## src/rtl/evolve_anim.sv

```systemverilog
// Evolution-sequence engine: latches a species, flashes base/evolved sprites at a
// frame-synchronous, accelerating rate, then holds the evolved sprite until confirmed.
module evolve_anim #(
   parameter int          X_POS        = 484,
   parameter int          Y_POS        = 332,
   parameter int          SPRITE_W     = 56,
   parameter int          SPRITE_H     = 56,
   parameter int          FRAMES_INIT  = 16,
   parameter int          FRAMES_MIN   = 2,
   parameter int          TOTAL_FRAMES = 200,
   parameter logic [7:0]  MAX_SPECIES  = 8'd150,
   parameter int          SILHOUETTE   = 1,
   parameter logic [11:0] KEY_COLOR    = 12'h000,
   parameter int          ROM_LAT      = 2
) (
   input  logic        clk_in,
   input  logic        rst_in,
   input  logic [10:0] hcount_in,
   input  logic [9:0]  vcount_in,
   input  logic        start_in,
   input  logic        select_in,
   input  logic        cancel_in,
   input  logic [7:0]  species_in,
   input  logic [11:0] sprite_pixel_in,
   output logic [7:0]  sprite_sel_out,
   output logic        busy_out,
   output logic        done_out,
   output logic        evolved_out,
   output logic [7:0]  species_out,
   output logic [11:0] pixel_out
);

   localparam logic [15:0] INIT  = 16'(FRAMES_INIT);
   localparam logic [15:0] FMIN  = 16'(FRAMES_MIN);
   localparam logic [15:0] TOTAL = 16'(TOTAL_FRAMES);
   localparam logic [10:0] X_LO  = 11'(X_POS);
   localparam logic [10:0] X_HI  = 11'(X_POS + SPRITE_W);
   localparam logic [9:0]  Y_LO  = 10'(Y_POS);
   localparam logic [9:0]  Y_HI  = 10'(Y_POS + SPRITE_H);

   typedef enum logic [1:0] {IDLE, FLASH, HOLD, FINISH} state_t;

   state_t      state;
   logic [7:0]  base;
   logic [15:0] frame_cnt, toggle_cnt, interval;
   logic        show_evo;
   logic        tick, in_win;

   assign tick   = (hcount_in == 11'd0) && (vcount_in == 10'd0);
   assign in_win = (hcount_in >= X_LO) && (hcount_in < X_HI) &&
                   (vcount_in >= Y_LO) && (vcount_in < Y_HI);

   always_ff @(posedge clk_in) begin
      if (rst_in) begin
         state          <= IDLE;
         base           <= 8'd0;
         frame_cnt      <= 16'd0;
         toggle_cnt     <= 16'd0;
         interval       <= 16'd0;
         show_evo       <= 1'b0;
         sprite_sel_out <= 8'd0;
         busy_out       <= 1'b0;
         done_out       <= 1'b0;
         evolved_out    <= 1'b0;
         species_out    <= 8'd0;
      end else begin
         done_out <= 1'b0;
         case (state)
            IDLE: begin
               // busy drops one cycle after the done pulse, not with it
               busy_out <= start_in;
               if (start_in) begin
                  base <= species_in;
                  if (species_in >= MAX_SPECIES) begin
                     state       <= FINISH;
                     evolved_out <= 1'b0;
                     species_out <= species_in;
                  end else begin
                     state          <= FLASH;
                     frame_cnt      <= 16'd0;
                     toggle_cnt     <= 16'd0;
                     interval       <= INIT;
                     show_evo       <= 1'b0;
                     sprite_sel_out <= species_in;
                  end
               end
            end
            FLASH: begin
               if (cancel_in) begin
                  state       <= FINISH;
                  evolved_out <= 1'b0;
                  species_out <= base;
               end else if (tick) begin
                  frame_cnt <= frame_cnt + 16'd1;
                  if (toggle_cnt + 16'd1 == interval) begin
                     toggle_cnt     <= 16'd0;
                     interval       <= (interval > FMIN) ? interval - 16'd1 : FMIN;
                     show_evo       <= ~show_evo;
                     sprite_sel_out <= base + {7'd0, ~show_evo};
                  end else begin
                     toggle_cnt <= toggle_cnt + 16'd1;
                  end
                  // end of flashing overrides a coincident toggle
                  if (frame_cnt + 16'd1 == TOTAL) begin
                     state          <= HOLD;
                     show_evo       <= 1'b1;
                     sprite_sel_out <= base + 8'd1;
                  end
               end
            end
            HOLD: begin
               show_evo <= 1'b1;
               if (select_in) begin
                  state       <= FINISH;
                  evolved_out <= 1'b1;
                  species_out <= base + 8'd1;
               end
            end
            FINISH: begin
               done_out <= 1'b1;
               state    <= IDLE;
            end
            default: state <= IDLE;
         endcase
      end
   end

   // window/flash flags delayed to line up with the ROM's read latency
   logic [ROM_LAT:1] win_pipe, flash_pipe;

   always_ff @(posedge clk_in) begin
      if (rst_in) begin
         win_pipe   <= '0;
         flash_pipe <= '0;
         pixel_out  <= 12'h000;
      end else begin
         win_pipe[1]   <= in_win;
         flash_pipe[1] <= (state == FLASH);
         for (int i = 2; i <= ROM_LAT; i++) begin
            win_pipe[i]   <= win_pipe[i-1];
            flash_pipe[i] <= flash_pipe[i-1];
         end
         if (win_pipe[ROM_LAT] && (state == FLASH || state == HOLD)) begin
            if (SILHOUETTE != 0 && flash_pipe[ROM_LAT] && sprite_pixel_in != KEY_COLOR)
               pixel_out <= 12'hFFF;
            else
               pixel_out <= sprite_pixel_in;
         end else begin
            pixel_out <= 12'h000;
         end
      end
   end

endmodule

```

## config.mk

```make
export PLATFORM = sky130hd
export DESIGN_NAME = evolve_anim
export DESIGN_NICKNAME = d
export VERILOG_FILES = /design/src/rtl/evolve_anim.sv
export SDC_FILE = /design/constraint.sdc
export NUM_CORES = 1
export LEC_CHECK = 0
export BUFFER_PORTS_ARGS = -buffer_cell sky130_fd_sc_hd__clkbuf_2
export CORE_MARGIN = 5
export CORE_UTILIZATION = 25
export CTS_BUF_LIST = sky130_fd_sc_hd__clkbuf_8
export CTS_CLUSTER_DIAMETER = 100
export CTS_CLUSTER_SIZE = 10
export DETAILED_ROUTE_END_ITERATION = 8
export RECOVER_POWER = 25
export SLEW_MARGIN = 20
export SYNTH_ARGS = -nofsm -noshare
export SYNTH_HDL_FRONTEND = slang
export SYNTH_SLANG_ARGS = --single-unit
```

## constraint.sdc

```tcl
create_clock -name clk_in -period 3.6 [get_ports clk_in]
set_input_delay 0.18 -clock clk_in [delete_from_list [all_inputs] [get_ports clk_in]]
set_output_delay 0.18 -clock clk_in [all_outputs]
set_load 0.03 [all_outputs]
```

Yosys cells after proc, flatten, opt, wreduce, memory -nomap -nowiden
Cells that the tools add are included. W data, S select, Z words.

Bits in registers: 94. Bits of input ports: 46. Output and inout bits: 31.

$add $sub $neg: 5. Magnitude comparators: 6. Equal/unequal tests: 16. Muxes and demuxes: 49. Bitwise operators: 2. Reductions and logical operators: 21.

Operators by type and width (count): $mux W16 (13); $pmux W16 S2 (3); $mux W8 (10); $add A16 B1 Y16 const B (2); $pmux W8 S3 (1); $reduce_and A6 Y1 (3); $eq A16 B16 Y1 (1); $eq A16 B8 Y1 const B (1); $gt A16 B2 Y1 const B (1); $ne A2 B2 Y1 const B (8); $pmux W8 S2 (1); $sub A16 B1 Y16 const B (1); $mux W12 (1); $mux W2 (6); $reduce_bool A12 Y1 (1); $ge A11 B9 Y1 const B (1); $logic_not A11 Y1 (1); $lt A11 B10 Y1 const B (1); $mux W1 (11); $ge A10 B9 Y1 const B (1); $logic_not A10 Y1 (1); $lt A10 B9 Y1 const B (1); $reduce_and A5 Y1 (2); $ne A3 B3 Y1 const B (3); other kinds (16) (24).

Longest topological paths before layout
Depth in word-level cells: 7. Mapped depth: 12.

Worst setup path before layout
No wires, ideal clock.

Kind: flip-flop to flip-flop. Start point: reg toggle_cnt[5]. End point: reg interval[6]. Setup time: 117 ps. Arrival: 2828 ps. Data required time: 3483 ps. Setup slack: 655 ps. Cell stages (with the launch flop): 12. Path buffers: 3. Period minus slack after synthesis: 2945 ps. Cell sequence: dfxtp_1 buf_2 nand3_4 or4_4 or3_4 a2111oi_4 a41oi_1 buf_6 buf_6 nor4_4 xnor2_1 nor2_1.

Word-level cells in the longest chain between the ends: 4.

RTL lines: from (decl) (RTL line 45) `logic [15:0] frame_cnt, toggle_cnt, interval;`; from (signal assigned) (RTL line 101) `toggle_cnt <= toggle_cnt + 16'd1;`; $add A16 B1 Y16 (RTL line 95) `if (toggle_cnt + 16'd1 == interval) begin`; $eq A16 B16 Y1 (RTL line 95); $ne A2 B2 Y1 (no source line); $reduce_and A6 Y1 (no source line); to (signal assigned) (RTL line 97) `interval <= (interval > FMIN) ? interval - 16'd1 : FMIN;`; to (decl) (RTL line 45).

Every way passes these cells. A chain may end at the register's enable or synchronous reset.

Final worst setup path
Start point: reg toggle_cnt[8]. End point: reg sprite_sel_out[0].

Word-level cells in the longest chain between the ends: 4.

RTL lines: $add A16 B1 Y16 (RTL line 95); $eq A16 B16 Y1 (RTL line 95); $ne A3 B3 Y1 (no source line); $reduce_and A6 Y1 (no source line); to (signal assigned) (RTL line 84) `sprite_sel_out <= species_in;`; to (signal assigned) (RTL line 99) `sprite_sel_out <= base + {7'd0, ~show_evo};`; to (signal assigned) (RTL line 107) `sprite_sel_out <= base + 8'd1;`; to (decl) (RTL line 25) `output logic [7:0] sprite_sel_out,`.

Every way passes these cells.

==> impl_metrics.toml <==
[clock_network]
cts_made_buffers = 9
cts.sinks = 94
clk_pin_slew_ps = 110
root_buffer = "clkbuf_8"
cts_max_level = 3
clk_path_buf_depth = 2
cts_tree = "done"
clock_latency_ps = 390
post_cts_resized = 0

[timing]
finClkSkew_ps = 13.9
rsz0062_at_grt = "no"
max_slew_margin = 0.371
setup_tns_ps = 0
setup_viol = 0
maxSlewViolCount = 0
period_share = 0.904
max_slew.worst_pin.slew_ps = 939
finalHoldViolations = 0
period_minus_slack_ps = 3250
fmax_ghz = 0.307

[synth]
synth_top_family_by_area = "simple AND/OR/NAND/NOR gates"
synthAdderAreaFrac = 0.0268
netlist_instances = 719
synth-xor-area-share = 0.0624
yosys_warnings = 0
synth-edff-count = 0
ys_async_sr_fraction = 0
syn_area_per_cell_sq_um = 7.80
seq_area_frac_synth = 0.335
synthSimpleGateAreaFrac = 0.295
syn_area_sq_mm = 0.00561
synth_seq_cells = 94
ys.flop_type = "dfxtp_1"
yosysUniqueCellTypes = 72
mappedNetlistNets = 777
synth_compound_area_frac = 0.210
synth_mux_area_frac = 0.0232

[grt]
overflow = 0
grt_pass1_vias = 5141
grt_max_degree = 49
antenna_found_initial = 0
grt_pass1_wl_microns = 26300
grt.total_usage = 0.122

[routing]
first_pass_iters = 5
dr_wl_met2_microns = 7230
via_per_inst = 5.14
ant_nets = 0
highest_layer = "met4"
vias = 5495
drt_iter0_markers = 388
met3_length_microns = 679
wl_per_cell_microns = 14.9
wirelength_microns = 15900
drc = 0
met1_length_microns = 7680

[cells_and_area]
num-fill-cells = 2347
n_antenna_cell = 0
post_route_cells_drive_above_1_share = 0.143
final_cell_mix = "nor2_1, dfxtp_1, a21oi_1, clkbuf_2"
fin_cells = 1070
nets = 843
syn_to_final_growth_pct = 16.3
final_common_cell = "nor2_1"

[placement]
place_congestion = 0.838
dp.cells = 1047
dp_hpwl_microns = 11500
port_buffers = 76

[floorplanning]
fp.coreArea_sq_mm = 0.0220
dieArea_sq_mm = 0.0255
ios = 77
die_y_microns = 160
initial_core_util = 0.256
dieWidth_microns = 160
rows = 54

[setup_path]
worstSetupEndpointType = "register"
worstPathArrival_ps = 3580
crit_chain = "nand3_1 -> or4_4 -> or3_4 -> a2111oi_4 -> a41oi_2 -> buf_4 -> a21o_1 -> a211o_1 -> a21oi_1"
critPathMaxStageDelay_ps = 580
crit_type = "register to register"
slowest_stage = "or4_4"
crit_buf_inv = 1
cp_max_fo = 10
cp_data_required_time_ps = 3920
path_delay_family = "simple AND/OR/NAND/NOR gates"
crit_path_start_kind = "register"

[power_and_ir_drop]
ir_drop_uv = 424
leakage_nw = 2.31
power_density_mw_per_mm2 = 690
power_mw = 4.50

[flow_run]
maxCapViolations = 0

[outcome]
status = "completed"

[worst_hold_path]
hold_path_class = "primary input to register"
[worst register-to-register path, stage by stage (launching register included)]
cell and delay (ps):
dfxtp_1 500, nand3_1 260, or4_4 580, or3_4 420, a2111oi_4 380, a41oi_2 200
buf_4 210, a21o_1 260, a211o_1 270, a21oi_1 120
[power breakdown]
group	switching, mW	total [mW]	internal (mW)
Clock	0.441	0.708	0.266
Sequential	0.219	1.45	1.23
Combinational	1.46	2.35	0.887
[cell type report]
cell class                 count  area [sq um]  share of cell area
sequential                    94          1880               0.288
clock buffer                   9           124              0.0190
timing repair buffer         103           566              0.0867
inverter                      15          56.3             0.00863
multi-input combinational    562          3480               0.533
clock inverter                 7          68.8              0.0105
tap                          280           350              0.0537
[routing by layer]
| layer | track usage | vias to the layer above |
|---|---|---|
| li1 | - | 2739 |
| met1 | 0.167 | 2601 |
| met2 | 0.194 | 128 |
| met3 | 0.0198 | 27 |
| met4 | 0.0477 | 0 |
| met5 | 0 | - |
[cell usage after synthesis (11+ instances only)]
| cell | n | area share |
|---|---|---|
| a21oi_1 | 57 | 0.051 |
| buf_2 | 11 | 0.0098 |
| clkbuf_1 | 30 | 0.020 |
| dfxtp_1 | 94 | 0.34 |
| ha_1 | 12 | 0.027 |
| inv_1 | 14 | 0.0094 |
| mux2i_1 | 13 | 0.023 |
| nand2_1 | 47 | 0.031 |
| nand3_1 | 28 | 0.025 |
| nand4_1 | 17 | 0.019 |
| nor2_1 | 104 | 0.070 |
| nor3_1 | 24 | 0.021 |
| nor4_1 | 16 | 0.018 |
| o21ai_0 | 47 | 0.042 |
| xnor2_1 | 27 | 0.042 |
| xor2_1 | 13 | 0.020 |
[sequential cells by signal (all words and copies together) (netlist names), 2 cells and up]
| register | flops |
|---|---|
| interval | 16 |
| base | 8 |
| frame_cnt | 16 |
| win_pipe | 2 |
| sprite_sel_out | 8 |
| state | 2 |
| toggle_cnt | 16 |
| species_out | 8 |
| flash_pipe | 2 |
| pixel_out | 12 |
[cells by family after synthesis]
kind of cell               count (synthesis)
and+or+nand+nor                          313
adders and majority gates                 12
AOI/OAI and AO/OA                        184
xor gates and xnor gates                  40
buffers and inverters                     63
muxes                                     13
DFF                                       94
[path summary, 6_finish.rpt]
kind / startpoint / to / slack (ps) / depth (start not counted)
worst min register to register: flash_pipe[1] / flash_pipe[2] / 450 / 1
worst max-delay path: toggle_cnt[8] / sprite_sel_out[0] / 350 / 9
worst min-delay path: sprite_pixel_in[2] / pixel_out[2] / 20 / 3
worst max register to register: toggle_cnt[8] / sprite_sel_out[0] / 350 / 9
[per-stage QoR]
step	util	instance area, sq um	worst slack (ps)	hold WS (ps)
after detailed placement	0.287	6300	379	417
after CTS	0.299	6560	373	2.14
final	0.297	6520	347	19.1
after floorplan	-	5610	655	281
after global placement	0.287	6300	494	408
after global routing	0.297	6520	137	15.0
[what timing repair did]
| item | 4_1_cts | 5_1_grt |
|---|---|---|
| setup endpoints to repair | 0 | 0 |
| hold endpoints to repair | 7 | 0 |
| buffers inserted | 0 | 0 |
| hold buffers | 7 | 0 |
(Power assumes the default switching activity.)
